--- config.mk ---
export PLATFORM = sky130hd
export DESIGN_NAME = uart_recv
export DESIGN_NICKNAME = d
export VERILOG_FILES = /design/src/rtl/uart_recv.sv
export SDC_FILE = /design/constraint.sdc
export NUM_CORES = 1
export LEC_CHECK = 0
export ABC_AREA = 0
export CAP_MARGIN = 20
export CORE_ASPECT_RATIO = 0.9
export CORE_MARGIN = 5
export CORE_UTILIZATION = 35
export DETAILED_ROUTE_END_ITERATION = 8
export PLACE_DENSITY = 0.58
export SLEW_MARGIN = 30
export SYNTH_ARGS = -nofsm -noshare
export SYNTH_HDL_FRONTEND = slang
export SYNTH_SLANG_ARGS = --single-unit
export TNS_END_PERCENT = 1
--- constraint.sdc ---
create_clock -name clk -period 1.5 [get_ports clk]
set_input_delay 0.15 -clock clk [delete_from_list [all_inputs] [get_ports clk]]
set_output_delay 0.15 -clock clk [all_outputs]
set_load 0.02 [all_outputs]
--- src/rtl/uart_recv.sv ---
// UART receiver: oversamples rx, checks start/stop (and optional even parity), emits one-cycle pulses.
// Optional feature macro: UART_PARITY_EN adds an even-parity bit after the data bits.
module uart_recv #(
    parameter int unsigned CLKS_PER_BIT = 434,
    parameter int unsigned DATA_LENGTH  = 8
) (
    input  logic                   clk,
    input  logic                   rst,
    input  logic                   rx,
    output logic [DATA_LENGTH-1:0] data,
    output logic                   flag,
    output logic                   frame_err,
    output logic                   parity_err,
    output logic                   busy
);

    localparam int unsigned CNT_W = $clog2(CLKS_PER_BIT);
    localparam int unsigned BIT_W = $clog2(DATA_LENGTH);
    localparam logic [CNT_W-1:0] HALF_M1  = CNT_W'(CLKS_PER_BIT / 2 - 1);
    localparam logic [CNT_W-1:0] FULL_M1  = CNT_W'(CLKS_PER_BIT - 1);
    localparam logic [BIT_W-1:0] LAST_BIT = BIT_W'(DATA_LENGTH - 1);

    typedef enum logic [2:0] {
        S_IDLE   = 3'd0,
        S_START  = 3'd1,
        S_DATA   = 3'd2,
        S_PARITY = 3'd3,
        S_STOP   = 3'd4
    } state_t;

    state_t                 state;
    logic [CNT_W-1:0]       cnt;
    logic [BIT_W-1:0]       bit_cnt;
    logic [DATA_LENGTH-1:0] shreg;
    logic                   rx_meta;
    logic                   rx_s;
    logic                   rx_d;
    logic                   parity_ok_c;

`ifdef UART_PARITY_EN
    logic parity_bit;
    assign parity_ok_c = ~(^{shreg, parity_bit});
`else
    assign parity_ok_c = 1'b1;
`endif

    always_ff @(posedge clk or posedge rst) begin
        if (rst) begin
            state      <= S_IDLE;
            cnt        <= '0;
            bit_cnt    <= '0;
            shreg      <= '0;
            data       <= '0;
            flag       <= 1'b0;
            frame_err  <= 1'b0;
            parity_err <= 1'b0;
            busy       <= 1'b0;
            rx_meta    <= 1'b1;
            rx_s       <= 1'b1;
            rx_d       <= 1'b1;
`ifdef UART_PARITY_EN
            parity_bit <= 1'b0;
`endif
        end else begin
            rx_meta    <= rx;
            rx_s       <= rx_meta;
            rx_d       <= rx_s;
            flag       <= 1'b0;
            frame_err  <= 1'b0;
            parity_err <= 1'b0;
            cnt        <= cnt + CNT_W'(1);
            case (state)
                S_IDLE: begin
                    cnt <= '0;
                    // Falling edge only: a line held low never starts a frame
                    if (rx_d && !rx_s) begin
                        state <= S_START;
                        busy  <= 1'b1;
                    end
                end
                S_START: begin
                    if (cnt == HALF_M1) begin
                        cnt <= '0;
                        if (!rx_s) begin
                            state <= S_DATA;
                        end else begin
                            state <= S_IDLE;
                            busy  <= 1'b0;
                        end
                    end
                end
                S_DATA: begin
                    if (cnt == FULL_M1) begin
                        cnt            <= '0;
                        shreg[bit_cnt] <= rx_s;
                        if (bit_cnt == LAST_BIT) begin
                            bit_cnt <= '0;
`ifdef UART_PARITY_EN
                            state   <= S_PARITY;
`else
                            state   <= S_STOP;
`endif
                        end else begin
                            bit_cnt <= bit_cnt + BIT_W'(1);
                        end
                    end
                end
`ifdef UART_PARITY_EN
                S_PARITY: begin
                    if (cnt == FULL_M1) begin
                        cnt        <= '0;
                        parity_bit <= rx_s;
                        state      <= S_STOP;
                    end
                end
`endif
                S_STOP: begin
                    // Leave at mid stop bit so a following start edge is not missed
                    if (cnt == FULL_M1) begin
                        cnt   <= '0;
                        state <= S_IDLE;
                        busy  <= 1'b0;
                        if (!rx_s) begin
                            frame_err <= 1'b1;
                        end else if (parity_ok_c) begin
                            data <= shreg;
                            flag <= 1'b1;
                        end else begin
                            parity_err <= 1'b1;
                        end
                    end
                end
                default: begin
                    state   <= S_IDLE;
                    cnt     <= '0;
                    bit_cnt <= '0;
                    shreg   <= '0;
                    data    <= '0;
                    busy    <= 1'b0;
                end
            endcase
        end
    end

endmodule

======== Yosys cells after proc, flatten, opt, wreduce, memory -nomap -nowiden ========
Cells that the tools add are included.
word-level totals
  bits of input ports ..................... 3
  register bits after elaboration ......... 37
  output and inout bits ................... 12
  logic and storage cells ................. 74
cells by class
  add/subtract/negate cells ............... 2
  equal/unequal tests ..................... 13
  bitwise gates (word level) .............. 3
  muxes and demuxes ....................... 32
  $lt $le $gt $ge ......................... 2
  reductions and logical operators ........ 11
operator list
  cell                                                                number
  one-hot mux 8 bit (2 select lines)                                  2
  two-way mux 8 bit                                                   3
  two-way mux 3 bit                                                   7
  two-way mux 9 bit                                                   2
  one-hot mux 9 bit (2 select lines)                                  1
  inequality test 2 bit (second input constant)                       7
  one-hot mux 3 bit (4 select lines)                                  1
  two-way mux 1 bit                                                   11
  AND reduction 5 bit                                                 2
  adder 9 x 1 -> 9 bit (second input constant)                        1
  == test 9 x 8 -> 1 bit (second input constant)                      1
  == test 9 bit (second input constant)                               1
  bitwise mux 8 bit                                                   1
  == test 3 bit (second input constant)                               2
  one-hot mux 3 bit (2 select lines)                                  1
  OR reduction 3 bit                                                  2
  < comparator 3 x 4 -> 1 bit (second input constant)                 1
  one-hot mux 1 bit (4 select lines)                                  1
  adder 3 x 1 -> 3 bit (second input constant)                        1
  demux 1 bit (select 3 bit)                                          1
  == test 3 x 1 -> 1 bit (second input constant)                      1
  == test 3 x 2 -> 1 bit (second input constant)                      1
  greater-or-equal comparator 3 x 1 -> 1 bit (second input constant)  1
  zero test 3 bit                                                     1
  other kinds (7)                                                     10

======== Logic depth before layout (Yosys ltp) ========
Gate-level depths: netlist of the first run.
  word-level depth ........................ 7
  mapped depth ............................ 6
  depth with buffers taken out ............ 6

======== Worst setup path before layout of the first run ========
No wires, ideal clock.
  kind .................................... register to register
  from .................................... reg cnt[1]
  to ...................................... reg shreg[0]
  data required time ...................... 1.361 ns
  setup slack ............................. -0.026 ns
  buffers on the path ..................... 0
  data arrival time ....................... 1.387 ns
  clock period less this slack ............ 1.526 ns
  cell stages (with the launch flop) ...... 7
  library setup time ...................... 0.139 ns
  path through ............................ dfrtp_1 inv_1 ha_1 and4b_2 nand4b_1 o311ai_0 o31ai_1
on the way
  word-level cells in the longest chain between the ends .. 3
RTL lines
  what                                    RTL line  text
  start: declaration                      32        logic [CNT_W-1:0] cnt;
  start signal: assignment                71        cnt <= cnt + CNT_W'(1);
  == test 9 bit                           93        if (cnt == FULL_M1) begin
  inequality test 2 bit (no source line)  -
  AND reduction 2 bit (no source line)    -
  end signal: indexed assignment          95        shreg[bit_cnt] <= rx_s;
  end: declaration                        34        logic [DATA_LENGTH-1:0] shreg;
No other way between the ends.
A chain may end at the register's enable or synchronous reset.

======== Final worst setup path of the first run ========
  from .................................... reg cnt[1]
  to ...................................... reg shreg[4]
The elaborated chain is that of the path after synthesis.

==> results of run 1 <==
[routing by layer]
layer	wire length (µm)	part of all wire [%]	up-vias	track usage, %
met4	53	1.5	0	4.739
met1	1612	47	641	15.44
met3	161	4.7	5	3.351
met5	0	0	-	0
li1	-	-	615	-
met2	1613	47	27	18.51
[critical path, stage by stage (launching register included)]
cell	delay (ns)
dfrtp_1	0.39
inv_2	0.06
ha_1	0.12
and4b_2	0.29
nand4_1	0.17
o311ai_1	0.33
o31ai_2	0.11
[layout make-up]
| class | instances | area, µm² | share of cell area [%] |
|---|---|---|---|
| sequential | 37 | 929.6 | 41.30 |
| clock buffer | 5 | 68.82 | 3.057 |
| timing repair buffer | 38 | 330.3 | 14.67 |
| multi-input combinational | 101 | 757.0 | 33.63 |
| clock inverter | 3 | 68.82 | 3.057 |
| tap | 65 | 81.33 | 3.613 |
| inverter | 4 | 15.01 | 0.6670 |
[per-stage QoR]
stage | cell area (µm²) | worst slack (ns) | hold slack (ns) | setup TNS (ns)
5_1_grt | 2251 | -0.1922 | 0.2378 | -3.818
2_1_floorplan | 1697 | -0.02546 | 0.1545 | -0.2235
4_1_cts | 2218 | -0.1270 | 0.2132 | -1.399
3_5_place_dp | 2068 | -0.1724 | 0.3503 | -1.468
6_report | 2251 | -0.08603 | 0.2073 | -1.067
3_3_place_gp | 2068 | -0.09832 | 0.3466 | -1.004
[cells in the final DEF (no fill, tap or decap), types with 2 or more instances in the layout]
cell             Yosys  layout
a21oi_1              3       3
a21oi_2              2       2
a22o_1               9       9
and3_1               2       2
buf_4                1      24
bufinv_16            0       2
clkbuf_8             0       5
clkdlybuf4s50_1      0      13
dfrtp_1             34      34
dfstp_2              3       3
ha_1                 5       4
inv_1                4       3
nand2_1              6       6
nand2b_1             4       4
nand3_1              4       4
nand4_1              3       3
nand4b_1             2       2
nor2_1              12      12
nor2b_1              2       2
nor3_1               3       2
o211ai_1             6       6
o21ai_1              1       6
o311ai_1             0       2
xnor2_1              3       3
xor2_1               4       4
[logic make-up after synthesis]
kind of cell / after synthesis
AOI/OAI and AO/OA: 39
xor gates and xnor gates: 7
adders and majority gates: 5
buffers and inverters: 9
DFF: 37
muxes: 1
other: 1
and+or+nand+nor: 48
[power by group through the flow]
| stage | Clock, W | Combinational, W | Sequential (W) |
|---|---|---|---|
| after floorplan | 0 | 0.000436 | 0.00113 |
| after global placement | 0 | 0.000722 | 0.00113 |
| after detailed placement | 0 | 0.000728 | 0.00114 |
| after CTS | 0.00107 | 0.000734 | 0.00112 |
| after global routing | 0.00112 | 0.000861 | 0.00113 |
| final | 0.00105 | 0.000772 | 0.00112 |
[flip-flops by register name (all words and copies together), names as in the netlist, 3 cells and up]
signal and flops:
data 8, cnt 9, shreg 8, state 3, bit_cnt 3
[worst max-delay path by stage]
stage | depth (start not counted) | endpoint
2_1_floorplan | 6 | data[4]
3_3_place_gp | 6 | shreg[4]
3_5_place_dp | 7 | shreg[5]
4_1_cts | 7 | shreg[5]
5_1_grt | 6 | shreg[4]
6_report | 6 | shreg[4]
[timing repair]
action | in CTS | in global routing
setup buffers | 1 | 0
setup endpoints to repair | 27 | 33
resized for setup | 5 | 10
pin swaps | 15 | 3
==> results.txt, run 1 <==
----------------------------------------------------
[Power]
  Fraction of power spent switching nets ... ~28%
  Share of power burned in the clock network ... 35.6%
  Share of total power in combinational logic ... 26.3%
  Total power consumption of the routed design ... 0.002936 W
  Proportion of power drawn by flip-flops and latches ... 38.1%
  Power density over the cells ... about 1300 nW/µm²
  Worst IR Drop VDD ... slightly above 0.6 mV
  Lkg Pwr ... approximately 1.0 nW
  Net Sw Power ... between 0.0008 and 0.0009 W
  Pint ... 0.002112 W

[Synth]
  Number of register bits inferred by synthesis ... 37
  Post-synthesis cell area ... about 1700 µm²
  Gate count after technology mapping ... about 150
  Post-synth EDFFs ... 0
  Multiplexer fraction of the synthesized cell area ... 0.6637%
  Count of cell types in the netlist ... 47
  Yosys warning total ... 0
  Top cell type by total area after synthesis ... dfrtp_1
  Top cells by count, synth ... dfrtp_1, nor2_1, a22o_1
  Post-synthesis average cell area ... between 10 and 15 µm²
  Net count after synthesis ... 155
  Sequential area share after synthesis ... a little over half
  Fraction of synthesized cell area in xor and xnor cells ... approximately 3.6%
  Dominant combinational cell family by area after synthesis ... compound AO/OA/AOI/OAI gates
  Share of synthesized cell area in and, or, nand and nor gates ... 16.96%
  Most numerous cell in the Yosys netlist ... dfrtp_1
  Post-Synth Adder-Cell Area ... 3.687%
  Most area-consuming cells after synthesis ... dfrtp_1, dfstp_2, a22o_1, ha_1, nor2_1
  Async S/R FF share, synth ... 100.0%
  Area share of the largest cell type after synthesis ... about half
  Area fraction in compound gates after synthesis ... around 17%
  Flip-flop cell with the highest count after synthesis ... dfrtp_1

[Layout]
  Fin util ... a little under half
  Antenna cell count ... 0
  Area added between synthesis and finish ... 32.67%
  Final Net Count ... 195
  Final Non-Filler Cells ... approximately 250
  Number of filler cells placed in the layout ... ~430
  Fraction of final layout cells with drive strength greater than 1 ... around 28%

[Drt]
  Via density per instance ... a little over 5
  Residual antenna-violating net count after detailed routing ... 0
  Drt first-iter violations ... 67
  Final WL ... between 3000 and 4000 µm
  Number of remaining DRC errors ... 0
  Wirelength per Cell ... ~14 µm
  Pre-Repair DR Iteration Count ... 4
  Vias after detailed routing ... between 1000 and 1500

[STA]
  Final Worst Setup Slack ... -0.08603 ns
  Total setup violations reported at the end of the flow ... 23
  Max-slew violation total from the final report ... 0
  Setup clock skew after layout ... ~0.0075 ns
  Post-layout min period ... 1.586 ns
  Setup repair after global routing missed its margin ... true
  Period Utilization, post-route ... 105.7%
  Maximum clock frequency ... 630.5 MHz
  Final hold violation count ... 0

[Placement]
  Buffers added on ports ... 13
  Final estimated routing congestion in global placement ... approximately 0.83
  Number of placed instances with taps included ... approximately 240
  HPWL after detailed placement ... 2569 µm

[Worst setup path]
  Reg-to-reg endpoint ... shreg[4]
  Startpoint of the worst setup timing path ... cnt[1]
  Startpoint of the lowest-slack register-to-register path ... cnt[1]
  Required @ worst endpoint ... between 1.5 and 2 ns
  WP data arrival ... 1.75 ns
  Kind of end point of the critical path ... flop
  Depth of the most critical reg-to-reg path ... 6
  Category of the worst setup path launch point ... flop
  Kind of critical path ... reg2reg
  Worst setup slack for register-to-register paths ... -0.09 ns
  Critical-path maximum fanout ... 6

[Floorplan]
  Die boundary width ... ~83 µm
  Full die area ... around 6300 µm²
  Starting utilization of the core area ... a little over a third
  Placement row count ... 24
  Die span in y ... 76.05 µm
  Core Area ... 4775 µm²
  Count of pins on the block boundary ... 15

[CTS]
  Clock root cell ... clkbuf_8
  TritonCTS Sinks ... 37
  Clock tree from TritonCTS ... yes
  Number of buffers on the longest clock path ... 2
  Clk Latency, worst-skew pair ... slightly below 0.3 ns
  Clock-pin transition on the worst setup and hold timing paths ... 0.08 ns
  CTS Buf Count ... 5
  Number of H-tree levels ... 2
  Number of hold buffers added after CTS ... 0

[Global routing]
  Largest net degree at the start of global routing ... 38
  Initial antenna violation count ... 0
  Total routing usage reported by global routing ... between 10% and 20%
  Global-route congestion overflow total ... 0
  First-pass GRT wire length ... between 6000 and 7000 µm
  Vias in the first global route ... 1328

[Outcome]
  Violated checks ... negative setup slack
  Result of the run ... finished with violations

[Run]
  Max-capacitance violation count ... 0

[Worst hold path]
  Hold Path Class ... in2async

----------------------------------------------------
Power figures use the tool's default switching activity.
==> run 2: changes to the inputs <==
--- a/config.mk
+++ b/config.mk
@@ -11,7 +11,10 @@
 export CORE_MARGIN = 5
 export CORE_UTILIZATION = 35
 export DETAILED_ROUTE_END_ITERATION = 8
+export GPL_ROUTABILITY_DRIVEN = 0
+export GPL_TIMING_DRIVEN = 0
 export PLACE_DENSITY = 0.58
+export SETUP_SLACK_MARGIN = 0.5
 export SLEW_MARGIN = 30
 export SYNTH_ARGS = -nofsm -noshare
 export SYNTH_HDL_FRONTEND = slang
==> run 2 against run 1 <==
Effect of this change:
- the flow still finishes with violations (negative setup slack)
- routed wire length down 7.5%
- via count down 8.2%
- sequential cell count unchanged
==> results.txt, run 2 (synthesized netlist as in run 1, its figures left out) <==
----------------------------------------------------
[STA]
  Total setup violations reported at the end of the flow ... 30
  Setup clock skew after layout ... 0.007799 ns
  Final hold violation count ... 0
  Setup repair after global routing missed its margin ... true
  Remaining max-slew budget at the tightest pin ... 49.11%
  Period Utilization, post-route ... 106.5%
  Slew of the pin with the lowest slew margin ... 0.7622 ns
  Post-layout min period ... 1.598 ns
  Hold slack ... 0.2625 ns
  Max-slew violation total from the final report ... 0
  Final Worst Setup Slack ... -0.09798 ns
  Setup TNS ... -1.863 ns
  Maximum clock frequency ... between 600 and 700 MHz

[Drt]
  Vias after detailed routing ... 1182
  Pre-Repair DR Iteration Count ... 4
  Number of remaining DRC errors ... 0
  Residual antenna-violating net count after detailed routing ... 0
  Drt first-iter violations ... slightly above 80
  Wirelength per Cell ... 13.66 µm
  Final WL ... roughly 3200 µm
  Via density per instance ... between 5 and 6

[Worst setup path]
  Depth of the most critical reg-to-reg path ... 6
  Category of the worst setup path launch point ... flop
  Critical-path maximum fanout ... 8
  Required @ worst endpoint ... about 1.7 ns
  Kind of critical path ... reg2reg
  WP data arrival ... roughly 1.8 ns
  Worst setup slack for register-to-register paths ... -0.1 ns
  Reg-to-reg endpoint ... data[6]
  Startpoint of the lowest-slack register-to-register path ... cnt[1]
  Kind of end point of the critical path ... flop

[Placement]
  Buffers added on ports ... 13
  Post-placement setup slack ... -0.1679 ns
  HPWL after detailed placement ... 2223 µm

[Layout]
  Register bank with the most flops ... cnt
  Area added between synthesis and finish ... 18.22%
  Largest register FFs ... 9
  Registers with the most flip-flops ... cnt: 9 flops, data: 8 flops, shreg: 8 flops
  Leading cell type in the layout, fill and taps excluded ... dfrtp_1
  Most frequent cells in the layout ... dfrtp_1, nor2_1, a22o_1
  Fin util ... roughly 42%
  Final Net Count ... around 180
  Fraction of final layout cells with drive strength greater than 1 ... 25.60%
  Number of filler cells placed in the layout ... 450
  Antenna cell count ... 0

[CTS]
  Clock tree from TritonCTS ... yes
  Clock-pin transition on the worst setup and hold timing paths ... 0.08 ns
  TritonCTS Sinks ... 37
  Post-CTS setup buffers ... 0
  Clock root cell ... clkbuf_8
  Number of buffers on the longest clock path ... 2
  Number of H-tree levels ... 2
  CTS Buf Count ... 5
  Clk Latency, worst-skew pair ... 0.29 ns

[Global routing]
  First-pass GRT wire length ... roughly 5400 µm
  Initial antenna violation count ... 0
  Global-route congestion overflow total ... 0
  Largest net degree at the start of global routing ... 38
  Vias in the first global route ... between 1000 and 1500
  Total routing usage reported by global routing ... between 10% and 20%

[Floorplan]
  Full die area ... 6342 µm²
  Placement row count ... 24
  Count of pins on the block boundary ... 15
  Core Area ... 4775 µm²
  Die boundary width ... approximately 83 µm
  Die span in y ... 76.05 µm
  Starting utilization of the core area ... about 36%

[Outcome]
  Result of the run ... finished with violations
  Violated checks ... negative setup slack

[Worst hold path]
  Worst Hold Depth ... 1
  Startpoint of the worst hold path ... rx
  Hold Path Class ... in2reg
  WHS Endpoint ... rx_meta

[Power]
  Lkg Pwr ... 0.8786 nW
  Power density over the cells ... approximately 1200 nW/µm²
  Worst IR Drop VDD ... 0.3779 mV

[Run]
  Max-capacitance violation count ... 0

----------------------------------------------------
run 2: area by class of cell:
type / instances / area [µm²] / share of cell area, %
flip-flops and latches: 37 / 929.6 / 46.35
well taps: 65 / 81.33 / 4.055
plain buffers: 5 / 32.53 / 1.622
inverters: 4 / 15.01 / 0.7486
multi-input cells: 101 / 753.2 / 37.55
repair buffers: 13 / 107.6 / 5.365
clock inverters: 3 / 17.52 / 0.8734
clock buffers: 5 / 68.82 / 3.431
run 2: routing by layer:
layer  vias to the layer above  wire length [µm]  GRT usage (%)
li1                        578                 -              -
met1                       577              1563          14.46
met2                        21              1426          14.90
met3                         6               133          3.676
met4                         0                58          5.392
met5                         -                 0              0
run 2: how the worst max path moves through the flow:
| stage | slack (ns) | end | start | depth (start not counted) |
|---|---|---|---|---|
| after floorplan | 0.04 | data[0] | cnt[2] | 5 |
| after CTS | -0.11 | data[0] | cnt[1] | 6 |
| after global placement | -0.23 | cnt[7] | rst | 2 |
| after global routing | -0.25 | shreg[4] | cnt[1] | 6 |
| final | -0.1 | data[6] | cnt[1] | 6 |
| after detailed placement | -0.17 | cnt[7] | cnt[1] | 6 |
run 2: report_power, final:
group	switching, W	internal (W)
sequential	0.0000461	0.00107
combinational	0.000377	0.000230
clock	0.000352	0.000320
total	0.000775	0.00162
run 2: repair_timing:
item                                    CTS  global route
resized for setup                        60             8
gates cloned                              0             0
pin swaps                                 1             4
endpoints found under the setup margin   45            43
hold buffers                              0             0
run 2: metrics by stage:
| step | area [µm²] | power [W] | cells |
|---|---|---|---|
| finish | 2006 | 0.002391 | 233 |
| global route | 2006 | 0.002545 | 233 |
| CTS | 1979 | 0.002412 | 233 |
| detailed placement | 1908 | 0.001696 | 225 |
| global placement | 1908 | 0.001682 | 225 |
| floorplan | 1697 | 0.001566 | 147 |
run 2: critical path, cell delays in order (launching register included):
cell     delay [ns]
dfrtp_1        0.41
inv_2          0.07
ha_1           0.13
and4b_2        0.28
nand3_2        0.13
a21o_4         0.26
a22o_1         0.21
